==> src/rtl/spi_reg_sequencer.sv <==
// Register-programming sequencer: shifts NUM_WORDS LE-framed words out LSB first over SPI,
// optionally capturing MISO for read-flagged words.
module spi_reg_sequencer #(
  parameter int NUM_WORDS  = 6,
  parameter int WORD_WIDTH = 32,
  parameter int CLK_DIV    = 2,
  parameter int GAP_CYCLES = 8,
  parameter int IDX_W      = (NUM_WORDS > 1) ? $clog2(NUM_WORDS) : 1
) (
  input  logic                            clk,
  input  logic                            reset,
  input  logic                            start,
  input  logic [NUM_WORDS*WORD_WIDTH-1:0] words,
  input  logic [NUM_WORDS-1:0]            read_mask,
  output logic                            busy,
  output logic                            done,
  output logic [WORD_WIDTH-1:0]           rd_data,
  output logic                            rd_valid,
  output logic [IDX_W-1:0]                rd_index,
  output logic                            spi_clk,
  output logic                            spi_le,
  output logic                            spi_mosi,
  input  logic                            spi_miso
);

  localparam int CntMax = (2 * CLK_DIV > GAP_CYCLES) ? 2 * CLK_DIV : GAP_CYCLES;
  localparam int CntW   = $clog2(CntMax);
  localparam int BitW   = $clog2(WORD_WIDTH);

  localparam logic [CntW-1:0]  HalfLast   = CntW'(CLK_DIV - 1);
  localparam logic [CntW-1:0]  PeriodLast = CntW'(2 * CLK_DIV - 1);
  localparam logic [CntW-1:0]  GapLast    = CntW'(GAP_CYCLES - 1);
  localparam logic [BitW-1:0]  BitLast    = BitW'(WORD_WIDTH - 1);
  localparam logic [IDX_W-1:0] WordLast   = IDX_W'(NUM_WORDS - 1);

  typedef enum logic [2:0] {StIdle, StSetup, StShift, StHold, StGap} state_e;

  state_e                state_q, state_d;
  logic [CntW-1:0]       cnt_q, cnt_d;
  logic [BitW-1:0]       bit_q, bit_d;
  logic [IDX_W-1:0]      idx_q, idx_d, next_idx;
  logic [WORD_WIDTH-1:0] sh_q, sh_d;
  logic [WORD_WIDTH-1:0] rx_q, rx_d;
  logic                  rd_en_q, rd_en_d;
  logic                  busy_q, busy_d;
  logic                  done_q, done_d;
  logic                  rd_valid_q, rd_valid_d;
  logic [WORD_WIDTH-1:0] rd_data_q, rd_data_d;
  logic [IDX_W-1:0]      rd_index_q, rd_index_d;
  logic                  sclk_q, sclk_d;
  logic                  le_q, le_d;
  logic                  mosi_q, mosi_d;

  logic [WORD_WIDTH-1:0] word_arr [NUM_WORDS];

  for (genvar k = 0; k < NUM_WORDS; k++) begin : g_words
    assign word_arr[k] = words[k*WORD_WIDTH +: WORD_WIDTH];
  end

  always_comb begin
    state_d    = state_q;
    cnt_d      = cnt_q;
    bit_d      = bit_q;
    idx_d      = idx_q;
    sh_d       = sh_q;
    rx_d       = rx_q;
    rd_en_d    = rd_en_q;
    busy_d     = busy_q;
    done_d     = 1'b0;
    rd_valid_d = 1'b0;
    rd_data_d  = rd_data_q;
    rd_index_d = rd_index_q;
    sclk_d     = sclk_q;
    le_d       = le_q;
    mosi_d     = mosi_q;
    next_idx   = idx_q + 1'b1;

    unique case (state_q)
      StIdle: begin
        if (start) begin
          state_d = StSetup;
          cnt_d   = '0;
          idx_d   = '0;
          sh_d    = word_arr[0];
          mosi_d  = word_arr[0][0];
          rd_en_d = read_mask[0];
          le_d    = 1'b0;
          busy_d  = 1'b1;
        end
      end
      StSetup: begin
        cnt_d = cnt_q + 1'b1;
        if (cnt_q == HalfLast) begin
          state_d = StShift;
          cnt_d   = '0;
          bit_d   = '0;
          sclk_d  = 1'b1;
        end
      end
      StShift: begin
        cnt_d = cnt_q + 1'b1;
        // Falling spi_clk: advance MOSI and sample MISO on the same edge.
        if (cnt_q == HalfLast) begin
          sclk_d = 1'b0;
          if (bit_q != BitLast) begin
            mosi_d = sh_q[1];
            sh_d   = sh_q >> 1;
          end
          if (rd_en_q) rx_d = {spi_miso, rx_q[WORD_WIDTH-1:1]};
        end
        if (cnt_q == PeriodLast) begin
          cnt_d = '0;
          if (bit_q == BitLast) begin
            state_d = StHold;
          end else begin
            bit_d  = bit_q + 1'b1;
            sclk_d = 1'b1;
          end
        end
      end
      StHold: begin
        cnt_d = cnt_q + 1'b1;
        if (cnt_q == HalfLast) begin
          state_d = StGap;
          cnt_d   = '0;
          le_d    = 1'b1;
          mosi_d  = 1'b0;
          if (rd_en_q) begin
            rd_valid_d = 1'b1;
            rd_data_d  = rx_q;
            rd_index_d = idx_q;
          end
        end
      end
      StGap: begin
        cnt_d = cnt_q + 1'b1;
        if (cnt_q == GapLast) begin
          cnt_d = '0;
          if (idx_q == WordLast) begin
            state_d = StIdle;
            busy_d  = 1'b0;
            done_d  = 1'b1;
          end else begin
            state_d = StSetup;
            idx_d   = next_idx;
            sh_d    = word_arr[next_idx];
            mosi_d  = word_arr[next_idx][0];
            rd_en_d = read_mask[next_idx];
            le_d    = 1'b0;
          end
        end
      end
      default: state_d = StIdle;
    endcase
  end

  always_ff @(posedge clk) begin
    if (reset) begin
      state_q    <= StIdle;
      cnt_q      <= '0;
      bit_q      <= '0;
      idx_q      <= '0;
      sh_q       <= '0;
      rx_q       <= '0;
      rd_en_q    <= 1'b0;
      busy_q     <= 1'b0;
      done_q     <= 1'b0;
      rd_valid_q <= 1'b0;
      rd_data_q  <= '0;
      rd_index_q <= '0;
      sclk_q     <= 1'b0;
      le_q       <= 1'b1;
      mosi_q     <= 1'b0;
    end else begin
      state_q    <= state_d;
      cnt_q      <= cnt_d;
      bit_q      <= bit_d;
      idx_q      <= idx_d;
      sh_q       <= sh_d;
      rx_q       <= rx_d;
      rd_en_q    <= rd_en_d;
      busy_q     <= busy_d;
      done_q     <= done_d;
      rd_valid_q <= rd_valid_d;
      rd_data_q  <= rd_data_d;
      rd_index_q <= rd_index_d;
      sclk_q     <= sclk_d;
      le_q       <= le_d;
      mosi_q     <= mosi_d;
    end
  end

  assign busy     = busy_q;
  assign done     = done_q;
  assign rd_valid = rd_valid_q;
  assign rd_data  = rd_data_q;
  assign rd_index = rd_index_q;
  assign spi_clk  = sclk_q;
  assign spi_le   = le_q;
  assign spi_mosi = mosi_q;

endmodule

==> config.mk <==
export PLATFORM = sky130hd
export DESIGN_NAME = spi_reg_sequencer
export DESIGN_NICKNAME = d
export VERILOG_FILES = /design/src/rtl/spi_reg_sequencer.sv
export SDC_FILE = /design/constraint.sdc
export NUM_CORES = 1
export LEC_CHECK = 0
export ABC_AREA = 1
export CAP_MARGIN = 20
export CORE_MARGIN = 8
export CORE_UTILIZATION = 30
export CTS_CLUSTER_SIZE = 28
export DETAILED_ROUTE_END_ITERATION = 8
export PLACE_DENSITY_LB_ADDON = 0.15
export REMOVE_ABC_BUFFERS = 1
export SLEW_MARGIN = 10
export SYNTH_ARGS = -nofsm -noshare
export SYNTH_HDL_FRONTEND = slang
export SYNTH_SLANG_ARGS = --single-unit
==> constraint.sdc <==
create_clock -name clk -period 1.6 [get_ports clk]
set_clock_uncertainty 0.1 [all_clocks]
set_input_delay 0.32 -clock clk [delete_from_list [all_inputs] [get_ports clk]]
set_output_delay 0.32 -clock clk [all_outputs]
set_load 0.02 [all_outputs]
* Word level (Yosys, flattened, before mapping) *
Index checks and enable logic that the tools add are counted.

word-level totals
  flip-flop bits (word level) = 120
  bits of input ports = 202
  output and inout bits = 41
  word-level logic and storage cells = 124

cells by class
  add/subtract/negate cells = 3
  $lt $le $gt $ge = 2
  equality and inequality tests = 21
  muxes and demuxes = 57
  bitwise logic cells = 5
  reductions and logical operators = 21

operators with widths
  cell                 count
  $mux 32              7
  $bmux 32 s3          1
  $pmux 32 s3          1
  $mux 3               12
  $mux 1               23
  $ne 2x2->1 const B   11
  $mux 5               3
  $pmux 3 s5           1
  $pmux 3 s4           1
  $reduce_and 4->1     3
  $reduce_and 6->1     2
  $pmux 5 s2           1
  $eq 3x2->1 const B   3
  $eq 3x3->1 const B   3
  $reduce_bool 4->1    2
  $reduce_and 7->1     1
  $add 3x1->3 const B  2
  $eq 3x1->1 const B   2
  $pmux 1 s2           3
  $pmux 3 s2           1
  $reduce_and 3->1     2
  $reduce_bool 3->1    2
  $reduce_or 3->1      2
  $add 5x1->5 const B  1
  14 further kinds     19

* Logic depth before layout (Yosys ltp) *
  depth in word-level cells = 8
  gate-level depth with buffers = 12
  mapped depth without buffers = 12

* Least setup slack after synthesis *
OpenSTA, ideal clock, no wires.

  kind = register to register
  start = register cnt_q[0]
  end = register sh_q[1]
  library setup time = 0.112 ns
  arrival = 1.535 ns
  required time = 1.388 ns
  slack = -0.146 ns
  stages on the path, launching flop included = 11
  path buffers = 1
  period minus slack after synthesis = 1.746 ns
  cells stage by stage = dfxtp_1 -> ha_1 -> ha_1 -> inv_1 -> nand3_1 -> nand2_1 -> a21oi_4 -> buf_2 -> nand4_1 -> nor2_1 -> nor2_1

between the ends
  cells in the longest elaborated chain, start to end = 3
  elaborated cells between the ends (all ways) = 5
  classes of those cells = 4 x eq/ne; 1 x reduce/logical

ends and longest elaborated chain
  what                                             line      source
  start: declaration                               39        logic [CntW-1:0] cnt_q, cnt_d;
  start signal: assignment                         176       cnt_q <= cnt_d;
  $eq 3x1->1 / $eq 3x3->1 (equally long branches)  103, 137
  $ne 2x2->1 (no line)                             -
  $reduce_and 6->1 (no line) (*)                   -
  end signal: assignment                           163       sh_q <= '0;
  end signal: assignment                           179       sh_q <= sh_d;
  end: declaration                                 42        logic [WORD_WIDTH-1:0] sh_q, sh_d;

Mark *: on every way between the ends. The rest lies on a longest branch, timed or not.
A chain may end at the register's enable or synchronous reset.

* Worst setup path in the final report *
  start = register bit_q[0]
  end = register sh_q[6]

between the ends
  cells in the longest elaborated chain, start to end = 3

ends and longest elaborated chain
  what                        line  source
  start: declaration          40    logic [BitW-1:0] bit_q, bit_d;
  start signal: assignment    177   bit_q <= bit_d;
  $ne 5x5->1                  105   if (bit_q != BitLast) begin
  $ne 2x2->1 (no line)        -
  $reduce_and 6->1 (no line)  -

No other way between the ends.

==> PnR_summary.wiki <==
{| class="wikitable"
! Metric !! Value
|-
| Clock net sink count || 119
|-
| DR iter-0 viols || roughly 430
|-
| GRT Residual Overflow || 0
|-
| Die width || around 170 microns
|-
| Complex-gate fraction of the synthesized area || between 15 and 20%
|-
| Simple logic cell fraction of the synthesized area || between 30% and 40%
|-
| Largest delay share family, worst path || simple AND/OR/NAND/NOR gates
|-
| # H-tree levels || 4
|-
| DPL Wire Length || just under 20000 microns
|-
| Post-Synthesis Mean Instance Area || 5.900 sq um
|-
| Leading cell type in the layout, fill and taps excluded || sky130_fd_sc_hd__nand2_1
|-
| Max Transition Viols Final || 0
|-
| Violations in the final reports || setup timing
|-
| Area fraction of the dominant cell type after synthesis || roughly a third
|-
| Final worst path period share || 116.6%
|-
| Detailed-routing iteration count for the pre-antenna-repair pass || 5
|-
| Power Density || ~1500 nW/um^2
|-
| Post-synthesis instance area || ~7000 sq um
|-
| Worst R2R Path Depth || 13
|-
| Combined global-route utilization of all metal layers || around a fifth
|-
| Total leakage power || about 5.4 nW
|-
| Vertical extent of the die || approximately 170 microns
|-
| Top fanout value on the critical path || 8
|-
| Detailed-route via count || 8754
|-
| Clock transition at the registers of the reported paths || roughly 0.060 ns
|-
| Largest voltage drop on the vdd net || roughly 800 uV
|-
| Num CTS Buffers || 17
|-
| CTS Hold Bufs || 0
|-
| Final critical delay including setup and external delays || between 1.5 and 2 ns
|-
| CTS tree || built
|-
| Hold WC Path Type || reg2reg
|-
| # nets final || between 1.5k and 2k
|-
| Input/output buffers || about 240
|-
| Die area || just under 30000 sq um
|-
| Leading post-synthesis cells by cell area || sky130_fd_sc_hd__dfxtp_1 34%, sky130_fd_sc_hd__nand2_1 19%, sky130_fd_sc_hd__nor2_1 15%
|-
| Longest Clk Path Bufs || 2
|-
| Cell accounting for the most synthesized area || sky130_fd_sc_hd__dfxtp_1
|-
| Combinational family with the most area after synthesis || simple AND/OR/NAND/NOR gates
|-
| Drt total wl || 29960 microns
|-
| Total of flip-flops plus latches after synthesis || between 100 and 150
|-
| Fraction of synthesized cell area in xor and xnor cells || less than 1%
|-
| Number of nets with antenna violations after detailed routing || 0
|-
| YS warnings || 0
|-
| Count of endpoints failing setup in the final report || between 100 and 150
|-
| Insertion delay to the later sink of the worst-skew pair || 0.42 ns
|-
| Total stage count of the critical path || 13
|-
| Fraction of layout cells with a size suffix above 1 || about 20%
|-
| Post-route setup slack || -0.2661 ns
|-
| Total power after layout || between 15 and 20 mW
|-
| Crit path cell chain || ha_4 -> inv_2 -> nor2_2 -> ha_2 -> inv_2 -> nand2_2 -> a21oi_4 -> nand2_4 -> buf_12 -> buf_16 -> nand2_2 -> nand2_1 -> nor2_1
|-
| Fraction of the mapped netlist area in adder cells || roughly 1.8%
|-
| Largest net degree at the start of global routing || 48
|-
| Setup crit start kind || flip-flop
|-
| Root Buffer || sky130_fd_sc_hd__clkbuf_16
|-
| Pin slew with the least headroom to its limit || ~0.46 ns
|-
| CP Buf/Inv Count || 4
|-
| Count of unique library cells instantiated by Yosys || 28
|-
| Run status || finished with violations
|-
| Vias in the first global route || a little under 9k
|-
| Cells on Worst Hold Path || 2
|-
| Crit path arrival time || roughly 2.1 ns
|-
| Area growth from synthesis to layout || 73.85%
|-
| Global-route wire length before repair || 46270 microns
|-
| I/O Pins || roughly 240
|-
| Share of the yosys chip area belonging to registers || approximately a third
|-
| Antenna violations before repair || 4
|-
| Via density per instance || about 4.7
|-
| Initial cell density of the core || between 30% and 40%
|-
| Nature of the critical path endpoint || flip-flop
|-
| Average routed wire per standard cell || 16.21 microns
|-
| RSZ-0062 raised after global routing || true
|-
| DRC violation count after routing || 0
|-
| Worst relative slew slack || 69.66%
|-
| Max Freq || between 500 and 600 MHz
|-
| Mapped Cells || between 1k and 1.5k
|-
| Critical Setup Path Class || reg2reg
|-
| Commonest cells after routing, fill and taps aside || 336 x sky130_fd_sc_hd__nand2_1, 248 x sky130_fd_sc_hd__nor2_1, 201 x sky130_fd_sc_hd__clkdlybuf4s50_1
|-
| Routability cong. || 0.8619
|-
| Slowest stage cell, crit path || sky130_fd_sc_hd__dfxtp_2
|-
| Multiplexer share of the synthesized area || 0%
|-
| CP required || ~1.9 ns
|-
| Count of final hold-check violations || 0
|-
| Largest incremental delay on the critical path || 0.33 ns
|-
| Core Region || 23330 sq um
|-
| Maxcap violations || 0
|-
| Pre-CTS WS || -0.4030 ns
|-
| Floorplan row count || 56
|}
final cells by class:
cell class                 count  area (sq um)
multi-input combinational    935          4682
sequential                   119          2399
fill                        2310         11000
clock inverter                15         180.2
timing repair buffer         373          3953
tap                          319         399.1
inverter                      67         284.0
clock buffer                  17         425.4
antenna                        3         7.507
state kept, by name, summed over array words and instances (netlist names):
signal    flops
bit_q         5
busy          1
cnt_q         3
done          1
idx_q         3
rd_data      32
rd_en_q       1
rd_index      3
rd_valid      1
rx_q         32
sh_q         31
spi_clk       1
spi_le        1
spi_mosi      1
state_q       3
Yosys cell counts, drive strengths merged:
cell	count
a211oi	3
a21oi	87
buf	44
clkbuf	37
dfxtp	119
ha	10
inv	67
nand2	363
nand3	12
nand4	30
nor2	280
nor3	3
o211ai	1
o21ai	139
o21bai	1
o22ai	2
o31ai	1
xnor2	1
xor2	2
cells by family after synthesis:
kind of cell / count (synthesis)
AOI/OAI and AO/OA: 234
xor gates and xnor gates: 3
adders and majority gates: 10
buffers and inverters: 148
DFF: 119
and+or+nand+nor: 688
per-layer routing:
metal,vias up,track usage [%],routed length [microns]
met5,-,0,21
met1,4009,23.79,12860
met3,47,5.048,1861
li1,4461,-,-
met4,4,7.657,762
met2,233,34.75,14450
power by group:
part / switching (mW) / internal [mW]
Sequential: 0.329 / 3.45
Combinational: 6.04 / 5.24
Clock: 1.62 / 2.36
Total: 7.99 / 11.0
final timing paths:
check                              start  endpoint  slack (ns)
worst max register to register  bit_q[0]   sh_q[6]       -0.27
worst min register to register    spi_le    spi_le        0.36
worst max-delay path            bit_q[0]   sh_q[6]       -0.27
worst min-delay path              spi_le    spi_le        0.36
worst register-to-register path: cells and delay by family (launching register included):
| family | cells | cell delay [ns] |
|---|---|---|
| AND/OR/NAND/NOR | 6 | 0.43 |
| buffers and inverters | 4 | 0.39 |
| flip-flops | 1 | 0.33 |
| adder cells (fa/ha/maj) | 2 | 0.33 |
| AO/OA/AOI/OAI | 1 | 0.20 |
stage by stage:
stage | util, % | hold slack, ns | TNS (ns) | instances | cell area (sq um)
after floorplan | - | 0.2891 | -134.02 | 1121 | 6699
after global placement | 44.66 | 0.3488 | -23.09 | 1776 | 10420
after detailed placement | 44.66 | 0.3522 | -25.36 | 1776 | 10420
after CTS | 51.64 | 0.3675 | -14.62 | 1840 | 12050
after global routing | 52.83 | 0.3849 | -24.19 | 1847 | 12330
final | 52.84 | 0.3587 | -14.55 | 1848 | 12330
what timing repair did:
action / CTS / global route
pin swaps: 39 / 46
buffers inserted: 21 / 12
resized for setup: 225 / 94
endpoints found under the setup margin: 154 / 129
cloned: 14 / 2
Note: power is estimated with default switching activity, not from simulation.
